`src/rtl/bios_loader.sv`:
```
// Stages the HPS ioctl byte stream into two 64-word ping-pong banks and hands them to the
// Next186 BIOS_REQ pull port. Define BIOS_LOADER_CHECKSUM_EN to add the `checksum` output.
module bios_loader #(
  parameter logic [7:0] INDEX     = 8'd0,
  parameter int         MAX_WORDS = 8192
) (
  input  logic        clk_sys,
  input  logic        reset_n,
  input  logic        ioctl_download,
  input  logic [15:0] ioctl_index,
  input  logic        ioctl_wr,
  input  logic [24:0] ioctl_addr,
  input  logic [7:0]  ioctl_dout,
  output logic        ioctl_wait,
  input  logic        bios_req,
  output logic [12:0] bios_addr,
  output logic [15:0] bios_din,
  output logic        bios_wr,
  output logic        bios_loaded
`ifdef BIOS_LOADER_CHECKSUM_EN
  ,
  output logic [15:0] checksum
`endif
);

  typedef enum logic [1:0] {IDLE, OFFER, STREAM, DONE} state_t;

  localparam logic [23:0] MAX_W = 24'(MAX_WORDS);

  state_t      state, state_nxt;
  logic        dl_d, active, pending, part, fill, drain, eod, req_d;
  logic [7:0]  low_byte;
  logic [5:0]  low_idx;
  logic [1:0]  full;
  logic [6:0]  cnt [2];
  logic [6:0]  rd;
  logic [12:0] waddr;
  logic [15:0] mem [128];

  logic        dl_start, dl_end, byte_ok, odd_wr, flush, we, bank_done;
  logic [5:0]  widx;
  logic [15:0] wdata;
  logic        rd_fire, blk_release, wr_nxt, loaded_nxt;
  logic        unused_index_hi;

  assign unused_index_hi = ^ioctl_index[15:8];

  assign dl_start  = ioctl_download & ~dl_d & (ioctl_index[7:0] == INDEX);
  assign dl_end    = ~ioctl_download & dl_d & active;
  // Bytes aimed at a bank still waiting to be drained are dropped; the HPS is stalled then.
  assign byte_ok   = ioctl_wr & ioctl_download & active & (ioctl_addr[24:1] < MAX_W) & ~full[fill];
  assign odd_wr    = byte_ok & ioctl_addr[0];
  assign flush     = dl_end & pending;
  assign we        = odd_wr | flush;
  assign widx      = odd_wr ? ioctl_addr[6:1] : low_idx;
  assign wdata     = odd_wr ? {ioctl_dout, low_byte} : {8'hFF, low_byte};
  assign bank_done = (odd_wr & (ioctl_addr[6:1] == 6'd63)) | (dl_end & (pending | part));
  assign ioctl_wait = full[fill] & ioctl_download & active;

  always_ff @(posedge clk_sys or negedge reset_n) begin
    if (!reset_n) state <= IDLE;
    else          state <= state_nxt;
  end

  always_comb begin
    state_nxt = state;
    case (state)
      IDLE:   state_nxt = IDLE;
      OFFER:  if (bios_wr && bios_req)          state_nxt = STREAM;
              else if (full == 2'b00 && eod)    state_nxt = DONE;
      STREAM: if (req_d && !bios_req)           state_nxt = OFFER;
      DONE:   state_nxt = DONE;
      default: state_nxt = IDLE;
    endcase
    if (dl_start) state_nxt = OFFER;
  end

  always_comb begin
    rd_fire     = bios_req & (((state == OFFER) & bios_wr) | (state == STREAM));
    blk_release = (state == STREAM) & req_d & ~bios_req;
    wr_nxt      = bios_wr;
    if (dl_start || blk_release) wr_nxt = 1'b0;
    else if (state == OFFER)     wr_nxt = full[drain];
    loaded_nxt  = (state == DONE) & ~dl_start;
  end

  always_ff @(posedge clk_sys) begin
    if (we) mem[{fill, widx}] <= wdata;
  end

  always_ff @(posedge clk_sys or negedge reset_n) begin
    if (!reset_n) begin
      dl_d        <= 1'b0;
      active      <= 1'b0;
      pending     <= 1'b0;
      part        <= 1'b0;
      fill        <= 1'b0;
      drain       <= 1'b0;
      eod         <= 1'b0;
      req_d       <= 1'b0;
      low_byte    <= 8'd0;
      low_idx     <= 6'd0;
      full        <= 2'b00;
      cnt[0]      <= 7'd0;
      cnt[1]      <= 7'd0;
      rd          <= 7'd0;
      waddr       <= 13'd0;
      bios_addr   <= 13'd0;
      bios_din    <= 16'd0;
      bios_wr     <= 1'b0;
      bios_loaded <= 1'b0;
    end else begin
      dl_d        <= ioctl_download;
      req_d       <= bios_req;
      bios_wr     <= wr_nxt;
      bios_loaded <= loaded_nxt;
      if (dl_start) begin
        full      <= 2'b00;
        fill      <= 1'b0;
        drain     <= 1'b0;
        waddr     <= 13'd0;
        bios_addr <= 13'd0;
        eod       <= 1'b0;
        active    <= 1'b1;
        pending   <= 1'b0;
        part      <= 1'b0;
        rd        <= 7'd0;
      end else begin
        if (dl_end) begin
          active  <= 1'b0;
          eod     <= 1'b1;
          pending <= 1'b0;
          part    <= 1'b0;
        end
        if (byte_ok && !ioctl_addr[0]) begin
          low_byte <= ioctl_dout;
          low_idx  <= ioctl_addr[6:1];
          pending  <= 1'b1;
        end
        if (we) cnt[fill] <= {1'b0, widx} + 7'd1;
        if (odd_wr) begin
          pending <= 1'b0;
          part    <= (ioctl_addr[6:1] != 6'd63);
        end
        // Words past the last one written into this bank read back as erased flash.
        if (rd_fire) begin
          bios_din  <= (rd >= cnt[drain]) ? 16'hFFFF : mem[{drain, rd[5:0]}];
          bios_addr <= waddr;
          waddr     <= waddr + 13'd1;
          rd        <= rd + 7'd1;
        end
        if (blk_release) begin
          full[drain] <= 1'b0;
          drain       <= ~drain;
          rd          <= 7'd0;
        end
        if (bank_done) begin
          full[fill] <= 1'b1;
          fill       <= ~fill;
        end
      end
    end
  end

`ifdef BIOS_LOADER_CHECKSUM_EN
  always_ff @(posedge clk_sys or negedge reset_n) begin
    if (!reset_n)                    checksum <= 16'd0;
    else if (dl_start)               checksum <= 16'd0;
    else if (we && state != DONE)    checksum <= checksum + wdata;
  end
`endif

endmodule

```
`config.mk`:
```
export PLATFORM = sky130hd
export DESIGN_NAME = bios_loader
export DESIGN_NICKNAME = d
export VERILOG_FILES = /design/src/rtl/bios_loader.sv
export SDC_FILE = /design/constraint.sdc
export NUM_CORES = 2
export LEC_CHECK = 0
export BUFFER_PORTS_ARGS = -buffer_cell sky130_fd_sc_hd__buf_4
export CAP_MARGIN = 20
export CORE_ASPECT_RATIO = 1.5
export CORE_MARGIN = 2
export CORE_UTILIZATION = 55
export DETAILED_ROUTE_END_ITERATION = 6
export PLACE_DENSITY = 0.71
export RECOVER_POWER = 50
export SLEW_MARGIN = 20
export SYNTH_ARGS = -nofsm -noshare
export SYNTH_HDL_FRONTEND = slang
export SYNTH_SLANG_ARGS = --single-unit
export TNS_END_PERCENT = 1
```
`constraint.sdc`:
```
create_clock -name clk_sys -period 3.3 [get_ports clk_sys]
set_input_delay 0.33 -clock clk_sys [delete_from_list [all_inputs] [get_ports clk_sys]]
set_output_delay 0.33 -clock clk_sys [all_outputs]
set_load 0.02 [all_outputs]
```
# [Word level (Yosys, flattened, before mapping)]
# Memory sizes are Yosys's and may differ from the RTL's.
# Index checks and enable logic that the tools add are counted.
[word_totals] word_cells=150 n_memories=1 regBits=91 in_bits=54 out_inout_bits=32 ram_bits=2048
[mem_list] name="mem" words=128 word_bits=16 read_ports=1 rd_clocked_by_memory_dff=0 write_ports=1 line_no="38" text="logic [15:0] mem [128];"
[classes] n_lt_le_gt_ge=9 addsub=3 n_mux=50 reduce_logical=25 n_bitwise=35 eq_ne=7
[ops] op="$mux 13" n=4
[ops] op="$mux 7" n=7
[ops] op="$mux 16" n=2
[ops] op="$lt 24x14->1 const B" n=1
[ops] op="$mux 1" n=23
[ops] op="$and 1x1->1" n=19
[ops] op="$mux 2" n=8
[ops] op="$bwmux 14" n=1
[ops] op="$add 13x1->13 const B" n=1
[ops] op="$reduce_bool 2->1" n=5
[ops] op="$logic_not 8->1" n=1
[ops] op="$pmux 2 s4" n=1
[ops] op="$reduce_and 2->1" n=4
[ops] op="$add 6x1->7 const B" n=1
[ops] op="$add 7x1->7 const B" n=1
[ops] op="$demux 7 s1" n=1
[ops] op="$ge 7x7->1" n=1
[ops] op="$logic_and 1x1->1" n=7
[ops] op="$not 1->1" n=7
[ops] op="$eq 6x6->1 const B" n=1
[ops] op="$mux 6" n=1
[ops] op="$ne 6x6->1 const B" n=1
[ops] op="$reduce_bool 3->1" n=2
[ops] op="$eq 2x2->1 const B" n=2
[ops] op="other kinds (17)" n=27

# [Logic depth before layout (Yosys ltp)]
[depth] word_depth=11 ltp_mapped=15 depth_no_buf=8

# [Least setup slack after synthesis]
# Ideal clock, no wire load.
[synth_path] path_type="register -> register" startpoint="register rd[0]" endpoint="register bios_din[0]" stages_incl_launch_ff=16 setup_slack_ps=-75 setup_time_ps=140 arrival_ps=3236 synth_period_minus_slack_ps=3375 required_time_ps=3160 n_path_buf=7 path_cell_list="dfrtp_1 -> buf_4 -> buf_4 -> buf_6 -> buf_4 -> buf_4 -> buf_4 -> inv_1 -> ha_1 -> nand2b_1 -> a31oi_1 -> o2111ai_1 -> or2_2 -> clkbuf_1 -> a2111oi_0 -> a211oi_1"
[synth_between] elab_chain_cells=2 elab_cells_between_ends=3 cone_classes="order compare: 1; mux: 1; memory: 1"
[synth_lines] element="from (decl)" line_no="36" text="logic [6:0] rd;"
[synth_lines] element="from (signal assigned)" line_no="150" text="rd <= rd + 7'd1;"
[synth_lines] element="$mem_v2 128x16 / $ge 7x7->1 (equally long branches)"
[synth_lines] element="$mux 16 (*)" line_no="147" text="bios_din <= (rd >= cnt[drain]) ? 16'hFFFF : mem[{drain, rd[5:0]}];"
[synth_lines] element="to (signal assigned)" line_no="147"
[synth_lines] element="to (decl)" line_no="17" text="output logic [15:0] bios_din,"
# Mark *: on every way between the ends. The rest lies on a longest branch, timed or not.
# A chain may end at the register's enable or synchronous reset.

# [Worst setup path after layout]
[layout_path] startpoint="register rd[1]" endpoint="register bios_din[6]"
# The elaborated chain is that of the path after synthesis.

==> results.sh <==
export IMPL_dr_wl_met2_um=109100
export IMPL_gr_usage_all_layers_pct=28.45
export IMPL_whs_ps=84.09
export IMPL_synthCells=3887
export IMPL_arrival_ps=4020
export IMPL_tightest_slew_ps=1060
export IMPL_core_area_mm2=0.1496
export IMPL_yosysWarnings=0
export IMPL_synth_area_leaders="edfxtp_1 74%, mux4_2 14%, dfrtp_1 2.8%"
export IMPL_ant_nets=0
export IMPL_cp_end_kind="register"
export IMPL_period_share_pct=99.51
export IMPL_drv_slew=0
export IMPL_final_nets=4465
export IMPL_synth_cell_types=71
export IMPL_grt_overflow_total=0
export IMPL_violations="design-rule violations"
export IMPL_via_per_inst=6.547
export IMPL_routed_top_layer="met5"
export IMPL_powerDensity_mw_per_mm2=599.5
export IMPL_pin_count=86
export IMPL_drt_pass1_iter_count=7
export IMPL_place_congestion=0.9305
export IMPL_grt_first_pass_wirelength_um=308000
export IMPL_drtIter0Drc=5504
export IMPL_cts_max_path_buffers=3
export IMPL_yosysTopAreaCell="edfxtp_1"
export IMPL_synth_area_per_cell_um2=21.26
export IMPL_clkSinkCount=2139
export IMPL_m1WireLength_um=76910
export IMPL_synthFlopType="edfxtp_1"
export IMPL_status="finished, violations left"
export IMPL_power_mw=57.54
export IMPL_io_buffers=70
export IMPL_clock_root_buffer="clkbuf_16"
export IMPL_synth_edff_count=2048
export IMPL_rsz0062_at_grt="true"
export IMPL_die_h_um=478.8
export IMPL_initial_core_util_pct=55.26
export IMPL_grt_max_degree=129
export IMPL_yosysSeqAreaShare_pct=77.16
export IMPL_fmax_ghz=0.3045
export IMPL_worstSkewPairLatency_ps=830
export IMPL_post_drt_wl_per_cell_um=33.32
export IMPL_grt_pass1_vias=42730
export IMPL_cp_data_required_time_ps=4040
export IMPL_p_leak_nw=36.17
export IMPL_setup_tns_final_ps=0
export IMPL_ys_ff_latch=2139
export IMPL_drc=1
export IMPL_dr_wl_met3_um=18450
export IMPL_syn2layout_area_growth_pct=16.11
export IMPL_routed_wl_um=216200
export IMPL_fin_crit_ps=3284
export IMPL_cts_inserted_buffers=177
export IMPL_htreeDepth=4
export IMPL_slew_headroom_pct=29.09
export IMPL_layout_drive_gt1_share_pct=30.13
export IMPL_post_cts_buffers=0
export IMPL_async_flop_share_pct=4.254
export IMPL_start_kind="register"
export IMPL_antenna_found_initial=9
export IMPL_vias=42490
export IMPL_rows=174
export IMPL_hold_class="in2reg"
export IMPL_setup_viol=0
export IMPL_cts_clk_slew_worst_paths_ps=70
export IMPL_syn_area_mm2=0.08266
export IMPL_synth_nets=3950
export IMPL_tritoncts="yes"
export IMPL_synth_top_area_share_pct=74.40
export IMPL_die_area_mm2=0.1535
export IMPL_path_class="reg2reg"
export IMPL_hpwl_um=137100
export IMPL_ir_drop_v=0.0006244
export IMPL_fin_worst_skew_ps=34.60
export IMPL_fp_dieW_um=320.5
export IMPL_crit_fanout=42
export IMPL_drv_cap=0
export IMPL_finalHoldViolCount=0
[stage by stage]
| step | instances | instance area (um2) | util [%] | worst slack, ps |
|---|---|---|---|---|
| 6_report | 6489 | 95970 | 64.17 | 16.17 |
| 5_1_grt | 6488 | 95970 | 64.17 | -32.23 |
| 4_1_cts | 6486 | 95910 | 64.12 | 4.254 |
| 3_5_place_dp | 6140 | 90110 | 60.25 | -228.8 |
| 3_3_place_gp | 6140 | 90110 | 60.25 | -230.5 |
| 2_1_floorplan | 3887 | 82680 | - | -69.86 |
[critical path: stages (launching register included)]
cell	delay (ps)
dfrtp_4	530
buf_12	230
buf_12	300
buf_4	240
clkinv_1	110
buf_4	220
nor2_1	120
buf_4	170
a22oi_1	170
a311oi_1	670
buf_4	220
nor3_1	40
nor3_1	140
[layout by cell type, fill, tap and decap left out, drive strengths merged, types with 39 or more instances in the layout]
cell and instances:
nor2 212, nand3 40, mux2i 105, clkinv 70, o22ai 39, a22oi 76, a21oi 49, nand2 138
dfrtp 91, buf 526, clkbuf 227, edfxtp 2048, mux4 506
[state kept, by name, indices dropped and copies added (netlist names), 2 cells and up]
name,count
bios_addr,13
bios_din,16
cnt,14
full,2
low_byte,8
low_idx,6
mem,2048
rd,7
state,2
waddr,13
[routing by layer]
| metal | track usage (%) | up-vias |
|---|---|---|
| li1 | - | 17270 |
| met1 | 37.01 | 22510 |
| met2 | 47.48 | 2292 |
| met3 | 4.570 | 413 |
| met4 | 13.34 | 2 |
| met5 | 0 | - |
[area by class of cell]
class                           count  area, um2
Clock buffer                      227       4730
Fill cell                        9582      53590
Multi-Input combinational cell   1532      17980
Antenna cell                        3      7.507
Timing Repair Buffer              545       6111
Tap cell                         1936       2422
Clock inverter                    100      869.6
Inverter                            7      28.78
Sequential cell                  2139      63820
[cell usage after synthesis, types with 8 or more instances]
cell type	count
nand2_1	138
a211oi_1	9
dfrtp_1	91
o22ai_1	39
nor3_1	37
a22o_1	23
buf_1	20
a2111oi_0	9
xor2_1	9
and3_1	11
o21ai_0	32
or2_2	11
nand3b_1	9
o2111ai_1	8
nand4_1	24
edfxtp_1	2048
nor2b_1	8
a221oi_1	22
a31oi_1	10
clkbuf_1	98
buf_2	55
ha_1	9
mux2i_1	101
a22oi_1	76
mux4_2	506
buf_4	30
nor2_1	211
or3_1	10
or4_1	10
a21oi_1	49
mux2_2	22
nand3_1	39
nand2b_1	11
xnor2_1	10
[worst paths after layout]
| path | to | from | slack, ps | cells after the start |
|---|---|---|---|---|
| worst max-delay path | bios_din[6] | rd[1] | 20 | 12 |
| worst min register to register | cnt[12] | cnt[12] | 480 | 2 |
| worst max register to register | bios_din[6] | rd[1] | 20 | 12 |
| max in group asynchronous | bios_din[2] | reset_n | 2270 | 3 |
| min in group asynchronous | bios_addr[5] | reset_n | 180 | 2 |
| worst min-delay path | part | ioctl_index[3] | 80 | 4 |
[kinds of logic after synthesis]
family / after synthesis / synth area share [%]
flops: 2139 / 77.16
fa+ha+maj: 9 / 0.1362
compound gates: 320 / 2.723
mux: 634 / 15.43
buf+inv: 216 / 1.255
xor+xnor: 19 / 0.2013
simple gates: 550 / 3.100
[where the power goes]
group | total, mW | switching [mW] | internal, mW | leakage, nW
logic | 7.47 | 4.22 | 3.25 | 8.23
registers | 29.7 | 0.273 | 29.4 | 25.3
clock network | 20.4 | 9.59 | 10.8 | 2.69
[repair_timing]
action / 4_1_cts / 5_1_grt
setup endpoints to repair: 3 / 264
hold buffers: 19 / 0
endpoints found under the hold margin: 94 / 0
gates resized for setup: 3 / 11
Power figures use the tool's default switching activity.
